## src/rtl/seq_array_multiplier.sv

```systemverilog
// -----------------------------------------------------------------------------
// seq_array_multiplier
//   Iterative 16x16 unsigned multiplier built around a single 15-bit
//   carry-save full-adder row (MultiAdd15). One partial-product row of a
//   Braun array is folded in per clock. A final 16-bit add then resolves
//   the remaining sum/carry vectors into the upper product half.
//   Only one operation can be in flight at a time.
//
// Ports (seq_array_multiplier)
//   clk        in   1    system clock, rising edge
//   rst_n      in   1    synchronous active-low reset
//   in_valid   in   1    operands valid
//   in_ready   out  1    block can accept operands (IDLE only)
//   a          in   16   multiplicand
//   b          in   16   multiplier
//   out_valid  out  1    product valid (held until out_ready)
//   out_ready  in   1    consumer accepts product
//   product    out  32   a*b, unsigned
//   busy       out  1    operation in progress
// -----------------------------------------------------------------------------

// 15-bit row of independent full adders (carry-save, no ripple).
module MultiAdd15 (
  input  logic [14:0] x,
  input  logic [14:0] y,
  input  logic [14:0] cin,
  output logic [14:0] sum,
  output logic [14:0] cout
);

  assign sum  = x ^ y ^ cin;
  assign cout = (x & y) | (x & cin) | (y & cin);

endmodule

module seq_array_multiplier #(
  parameter int WIDTH = 16
) (
  input  logic                 clk,
  input  logic                 rst_n,
  input  logic                 in_valid,
  output logic                 in_ready,
  input  logic [WIDTH-1:0]     a,
  input  logic [WIDTH-1:0]     b,
  output logic                 out_valid,
  input  logic                 out_ready,
  output logic [2*WIDTH-1:0]   product,
  output logic                 busy
);

  // The adder row is fixed at 15 bits, so only a 16-bit operand fits.
  generate
    if (WIDTH != 16) begin : gWidthCheck
      $error("seq_array_multiplier: WIDTH must be 16");
    end
  endgenerate

  typedef enum logic [1:0] {
    IDLE  = 2'd0,
    ROW   = 2'd1,
    FINAL = 2'd2,
    DONE  = 2'd3
  } stateT;

  stateT              stateQ;
  stateT              stateD;
  logic               accept;

  logic [WIDTH-1:0]   aReg;
  logic [WIDTH-1:0]   bReg;
  logic [WIDTH-1:0]   sReg;       // running sum vector, bit 0 retires each row
  logic [WIDTH-2:0]   cReg;       // running carry vector, aligned with sReg[15:1]
  logic [3:0]         rowQ;
  logic [2*WIDTH-1:0] productQ;

  logic [WIDTH-1:0]   pp;
  logic [WIDTH-2:0]   rowSum;
  logic [WIDTH-2:0]   rowCout;
  logic [WIDTH-1:0]   highSum;

  // Partial product of the current multiplier bit.
  assign pp = aReg & {WIDTH{bReg[rowQ]}};

  MultiAdd15 uAddRow (
    .x    (sReg[WIDTH-1:1]),
    .y    (pp[WIDTH-2:0]),
    .cin  (cReg),
    .sum  (rowSum),
    .cout (rowCout)
  );

  // Both vectors carry weight 2^16 at bit 0 here; a 15+15-bit sum fits in 16.
  assign highSum = {1'b0, sReg[WIDTH-1:1]} + {1'b0, cReg};

  assign product = productQ;

  always_ff @(posedge clk) begin
    if (!rst_n) begin
      stateQ <= IDLE;
    end else begin
      stateQ <= stateD;
    end
  end

  always_comb begin
    stateD    = stateQ;
    in_ready  = 1'b0;
    out_valid = 1'b0;
    busy      = 1'b1;
    accept    = 1'b0;
    case (stateQ)
      IDLE: begin
        in_ready = 1'b1;
        busy     = 1'b0;
        if (in_valid) begin
          accept = 1'b1;
          stateD = ROW;
        end
      end
      ROW: begin
        if (rowQ == 4'd15) begin
          stateD = FINAL;
        end
      end
      FINAL: begin
        stateD = DONE;
      end
      DONE: begin
        out_valid = 1'b1;
        if (out_ready) begin
          stateD = IDLE;
        end
      end
      default: begin
        stateD = IDLE;
      end
    endcase
  end

  always_ff @(posedge clk) begin
    if (!rst_n) begin
      aReg     <= '0;
      bReg     <= '0;
      sReg     <= '0;
      cReg     <= '0;
      rowQ     <= '0;
      productQ <= '0;
    end else begin
      case (stateQ)
        IDLE: begin
          if (accept) begin
            aReg     <= a;
            bReg     <= b;
            sReg     <= a & {WIDTH{b[0]}};
            cReg     <= '0;
            rowQ     <= 4'd1;
            productQ <= {{(2*WIDTH-1){1'b0}}, a[0] & b[0]};
          end
        end
        ROW: begin
          // Low sum bit is final at this weight; the rest shifts down a place.
          sReg           <= {pp[WIDTH-1], rowSum};
          cReg           <= rowCout;
          productQ[rowQ] <= rowSum[0];
          if (rowQ != 4'd15) begin
            rowQ <= rowQ + 4'd1;
          end
        end
        FINAL: begin
          productQ[2*WIDTH-1:WIDTH] <= highSum;
        end
        default: begin
        end
      endcase
    end
  end

endmodule

```

## config.mk

```make
export PLATFORM = sky130hd
export DESIGN_NAME = seq_array_multiplier
export DESIGN_NICKNAME = d
export VERILOG_FILES = /design/src/rtl/seq_array_multiplier.sv
export SDC_FILE = /design/constraint.sdc
export NUM_CORES = 1
export LEC_CHECK = 0
export BUFFER_PORTS_ARGS = -buffer_cell sky130_fd_sc_hd__buf_2
export CAP_MARGIN = 40
export CORE_ASPECT_RATIO = 0.6
export CORE_MARGIN = 4
export CORE_UTILIZATION = 52
export DETAILED_ROUTE_END_ITERATION = 6
export MAX_ROUTING_LAYER = met4
export PLACE_DENSITY = 0.87
export SLEW_MARGIN = 20
export SYNTH_ARGS = -nofsm -noshare
export SYNTH_HDL_FRONTEND = slang
export SYNTH_SLANG_ARGS = --single-unit
```

## constraint.sdc

```tcl
create_clock -name clk -period 2.55 [get_ports clk]
set_clock_uncertainty 0.05 [all_clocks]
set_input_delay 0.6375 -clock clk [delete_from_list [all_inputs] [get_ports clk]]
set_output_delay 0.6375 -clock clk [all_outputs]
set_load 0.05 [all_outputs]
```

==> results.toml <==
[logic_synthesis]
yosys.area_share.adder = 0.1134
combinational_family_with_the_most_area_after_synthesis = "compound AO/OA/AOI/OAI gates"
ys_flop_type = "sky130_fd_sc_hd__dfxtp_1"
synth_area_per_cell_um2 = 8.316
synth_cells = 645
synth_cell_type_count = 50
area_fraction_of_the_dominant_cell_type_after_synthesis = 0.3732
async_flop_share = 0
synth.largest_area_cell = "sky130_fd_sc_hd__dfxtp_1"
synth_enable_flop_cells = 0
synthesis.nets = 720
ys_warn_count = 0
syn-cell-area_mm2 = 0.005364
ys_seq_elements = 100
post_synth_and_or_nand_nor_area_fraction = 0.2043
synth.top_cells.by_area = "sky130_fd_sc_hd__dfxtp_1 37%, sky130_fd_sc_hd__a21oi_1 7.7%, sky130_fd_sc_hd__nand2_1 7.1%, sky130_fd_sc_hd__fa_1 6.0%, sky130_fd_sc_hd__ha_1 5.4%"
synth_compound_gate_area_share = 0.2127
synth.mux.area_fraction = 0.02986
yosysSeqAreaShare = 0.3732
yosys.area_share.xor_xnor = 0.01143

[drt]
wl_per_cell_um = 17.57
number_of_routed_nets_with_antenna_violations = 0
drc = 0
detailedRoute.firstIterationViolations = 470
drt-vias-per-instance = 6.052
routed-via-count = 5096
detailedRoute.firstPassIterationCount = 5
drt_wl_total_um = 14790

[timing]
timing.final.crit_period_ps = 2497
final-setup-viol-count = 0
grt_setup_unrepaired = "yes"
final-hold-violation-count = 0
max_slew.worst_pin.slew_ps = 557.3
clock.fmax_ghz = 0.4005
worst_slew_margin_rel = 0.6274
setup_ws_ps = 53.19
timing_max_transition_violations_final = 0
final_min_period_over_clock_period = 0.9791

[worst_setup_path]
critPathMaxStageDelay_ps = 500
critical-path-top-delay-family = "multiplexers"
timing.critical_path.fanout_max = 8
rrSetupSlack_ps = 50
cp.buffers_inverters = 1
r2r.worst_path.cells = 8
slowest_stage = "sky130_fd_sc_hd__mux4_2"
end_kind = "register"
worst_setup_path_start_kind = "register"
reg2reg_to = "sReg[7]"
worstSetupPathType = "reg2reg"
worst_r2r_startpoint = "rowQ[0]"
crit_required_ps = 2760
critPathArrivalTime_ps = 2710
path_cells = "mux4_2, mux2i_1, mux2i_2, buf_4, and2_1, fa_1, nand2_1, a311oi_1"

[global_routing]
grt_pass1_wl_um = 24640
global_route_total_usage_across_every_layer = 0.2607
grt_pass1_vias = 4889
grt_max_degree = 88
antenna_violations_before_repair = 0
global_route.overflow_total = 0

[cts]
cts-htree-levels = 3
clock_sink_count = 100
clock-root-buffer = "sky130_fd_sc_hd__clkbuf_16"
numCtsBuffers = 9
clock_latency_ps = 360
tritoncts_clock_tree = "done"
cts_hold_repair.buffers = 0
path_clk_slew_ps = 70
clock_path_buffers = 2

[finish]
flow.area_growth_from_synthesis_pct = 15.77
insertedDiodeCount = 0
drive_gt1_frac = 0.2065
fin_cells = 842
finish.net_count = 777

[place]
io_buffer_count = 70
dp_worst_setup_slack_ps = -13.45
placed_cells_incl_taps = 823
hpwl_um = 10540
globalplace.congestion = 0.8757

[power]
power_leakage_uw = 0.002565
cellPowerDensity_mw_per_mm2 = 963.0
ir_drop_uv = 572.4

[die]
fp.dieH_um = 86.67
io_pins = 71
total_die_area_mm2 = 0.01206
number_of_rows_in_the_core_area = 28
fp.coreArea_mm2 = 0.009950
dieWidth_um = 139.1
floorplan.initialDensity = 0.5391

[job]
number_of_max_cap_violations = 0

[min_path]
hold_path_startpoint = "aReg[13]"
min_delay_worst_endpoint = "aReg[13]"
min-delay-path-class = "reg2reg"
hold_depth = 2

[status]
run_status = "complete, no violations"
-- cells in the mapped netlist, types with 5 or more instances --
master / instances
sky130_fd_sc_hd__ha_1: 23
sky130_fd_sc_hd__a22oi_1: 19
sky130_fd_sc_hd__and2_1: 7
sky130_fd_sc_hd__clkbuf_1: 29
sky130_fd_sc_hd__buf_2: 9
sky130_fd_sc_hd__nand3_1: 38
sky130_fd_sc_hd__o21ai_0: 31
sky130_fd_sc_hd__nand2_1: 101
sky130_fd_sc_hd__buf_1: 6
sky130_fd_sc_hd__a211oi_1: 10
sky130_fd_sc_hd__a311oi_1: 15
sky130_fd_sc_hd__and2_2: 5
sky130_fd_sc_hd__or3_1: 6
sky130_fd_sc_hd__nor2_1: 54
sky130_fd_sc_hd__inv_1: 18
sky130_fd_sc_hd__fa_1: 16
sky130_fd_sc_hd__and2_4: 7
sky130_fd_sc_hd__dfxtp_1: 100
sky130_fd_sc_hd__a21oi_1: 83
sky130_fd_sc_hd__a21o_1: 6
-- timing repair --
action / in CTS / in global routing
setup endpoints to repair: 7 / 17
pin swaps: 1 / 4
gates resized for setup: 3 / 10
buffers inserted: 0 / 1
-- routing by layer --
layer	vias to the layer above	GRT usage	share of wire
met4	0	0.06394	0.018
met1	2436	0.3570	0.46
met3	32	0.07442	0.091
li1	2379	-	-
met5	-	-	0
met2	249	0.3840	0.43
-- where the power goes --
group | switching, uW | leakage, uW | total [uW] | internal [uW]
clock | 668 | 0.000142 | 1350 | 685
sequential | 217 | 0.000815 | 2020 | 1810
combinational | 1750 | 0.00161 | 2600 | 859
total | 2630 | 0.00256 | 5980 | 3350
-- cells by family after synthesis --
kind of cell	Yosys count
adder cells (fa/ha/maj)	39
AND/OR/NAND/NOR	238
flip-flops	100
multiplexers	9
XOR/XNOR	7
AO/OA/AOI/OAI	185
buffers and inverters	67
-- state kept, by name (all words and copies together), names as in the netlist --
signal	cells
bReg	16
cReg	15
rowQ	4
stateQ	2
sReg	15
product	32
aReg	16
-- cells in the final DEF, fill, tap and decap left out, types with 3 or more instances in the layout --
cell and n:
sky130_fd_sc_hd__a211oi_1 8, sky130_fd_sc_hd__a21o_1 6, sky130_fd_sc_hd__a21oi_1 81, sky130_fd_sc_hd__a22oi_1 19, sky130_fd_sc_hd__a311oi_1 10, sky130_fd_sc_hd__a311oi_2 5
sky130_fd_sc_hd__a31oi_1 4, sky130_fd_sc_hd__a32o_1 3, sky130_fd_sc_hd__and2_1 7, sky130_fd_sc_hd__and2_2 4, sky130_fd_sc_hd__and2_4 8, sky130_fd_sc_hd__buf_2 70
sky130_fd_sc_hd__buf_4 21, sky130_fd_sc_hd__clkbuf_16 9, sky130_fd_sc_hd__dfxtp_1 98, sky130_fd_sc_hd__fa_1 15, sky130_fd_sc_hd__ha_1 23, sky130_fd_sc_hd__inv_1 18
sky130_fd_sc_hd__inv_6 6, sky130_fd_sc_hd__mux2i_1 3, sky130_fd_sc_hd__mux4_2 4, sky130_fd_sc_hd__nand2_1 100, sky130_fd_sc_hd__nand3_1 38, sky130_fd_sc_hd__nand4_1 3
sky130_fd_sc_hd__nand4b_1 3, sky130_fd_sc_hd__nor2_1 53, sky130_fd_sc_hd__nor2b_1 3, sky130_fd_sc_hd__nor3_1 3, sky130_fd_sc_hd__o211ai_1 3, sky130_fd_sc_hd__o21ai_0 31
sky130_fd_sc_hd__or3_1 6, sky130_fd_sc_hd__xnor2_1 3, sky130_fd_sc_hd__xor2_1 4
-- cell type report --
class / count / area (um^2)
fill: 840 / 3740
multi-input combinational: 478 / 3109
sequential: 100 / 2007
timing repair buffer: 94 / 566.8
clock buffer: 9 / 225.2
tap: 135 / 168.9
inverter: 19 / 71.32
clock inverter: 7 / 61.31
-- worst register-to-register path, delay by kind of cell (launching register included) --
kind / cells / cell delay [ps]
AOI/OAI and AO/OA: 1 / 290
adders and majority gates: 1 / 480
buffers and inverters: 1 / 190
DFF: 1 / 370
muxes: 3 / 800
and+or+nand+nor: 2 / 220
-- worst max-delay path by stage --
stage	cells after the start	endpoint	start	slack [ps]
after global placement	8	sReg[2]	rowQ[0]	90
final	8	sReg[7]	rowQ[0]	50
after global routing	8	sReg[5]	rowQ[0]	-50
after floorplan	11	product[15]	rowQ[1]	-30
after CTS	8	sReg[5]	rowQ[0]	2
after detailed placement	8	sReg[5]	rowQ[0]	-10
-- stage by stage --
| stage | util | hold WS, ps | setup TNS, ps | instance area (um^2) | power [uW] |
|---|---|---|---|---|---|
| 6_report | 0.6241 | 406.8 | 0 | 6210 | 5980 |
| 2_1_floorplan | - | 381.5 | -30.98 | 5366 | 3774 |
| 3_3_place_gp | 0.5863 | 385.3 | 0 | 5833 | 4366 |
| 4_1_cts | 0.6146 | 408.9 | 0 | 6115 | 5848 |
| 3_5_place_dp | 0.5863 | 395.2 | -13.45 | 5833 | 4486 |
| 5_1_grt | 0.6241 | 428.1 | -270.8 | 6210 | 6333 |
No activity file was read; power rests on OpenSTA's default activity.
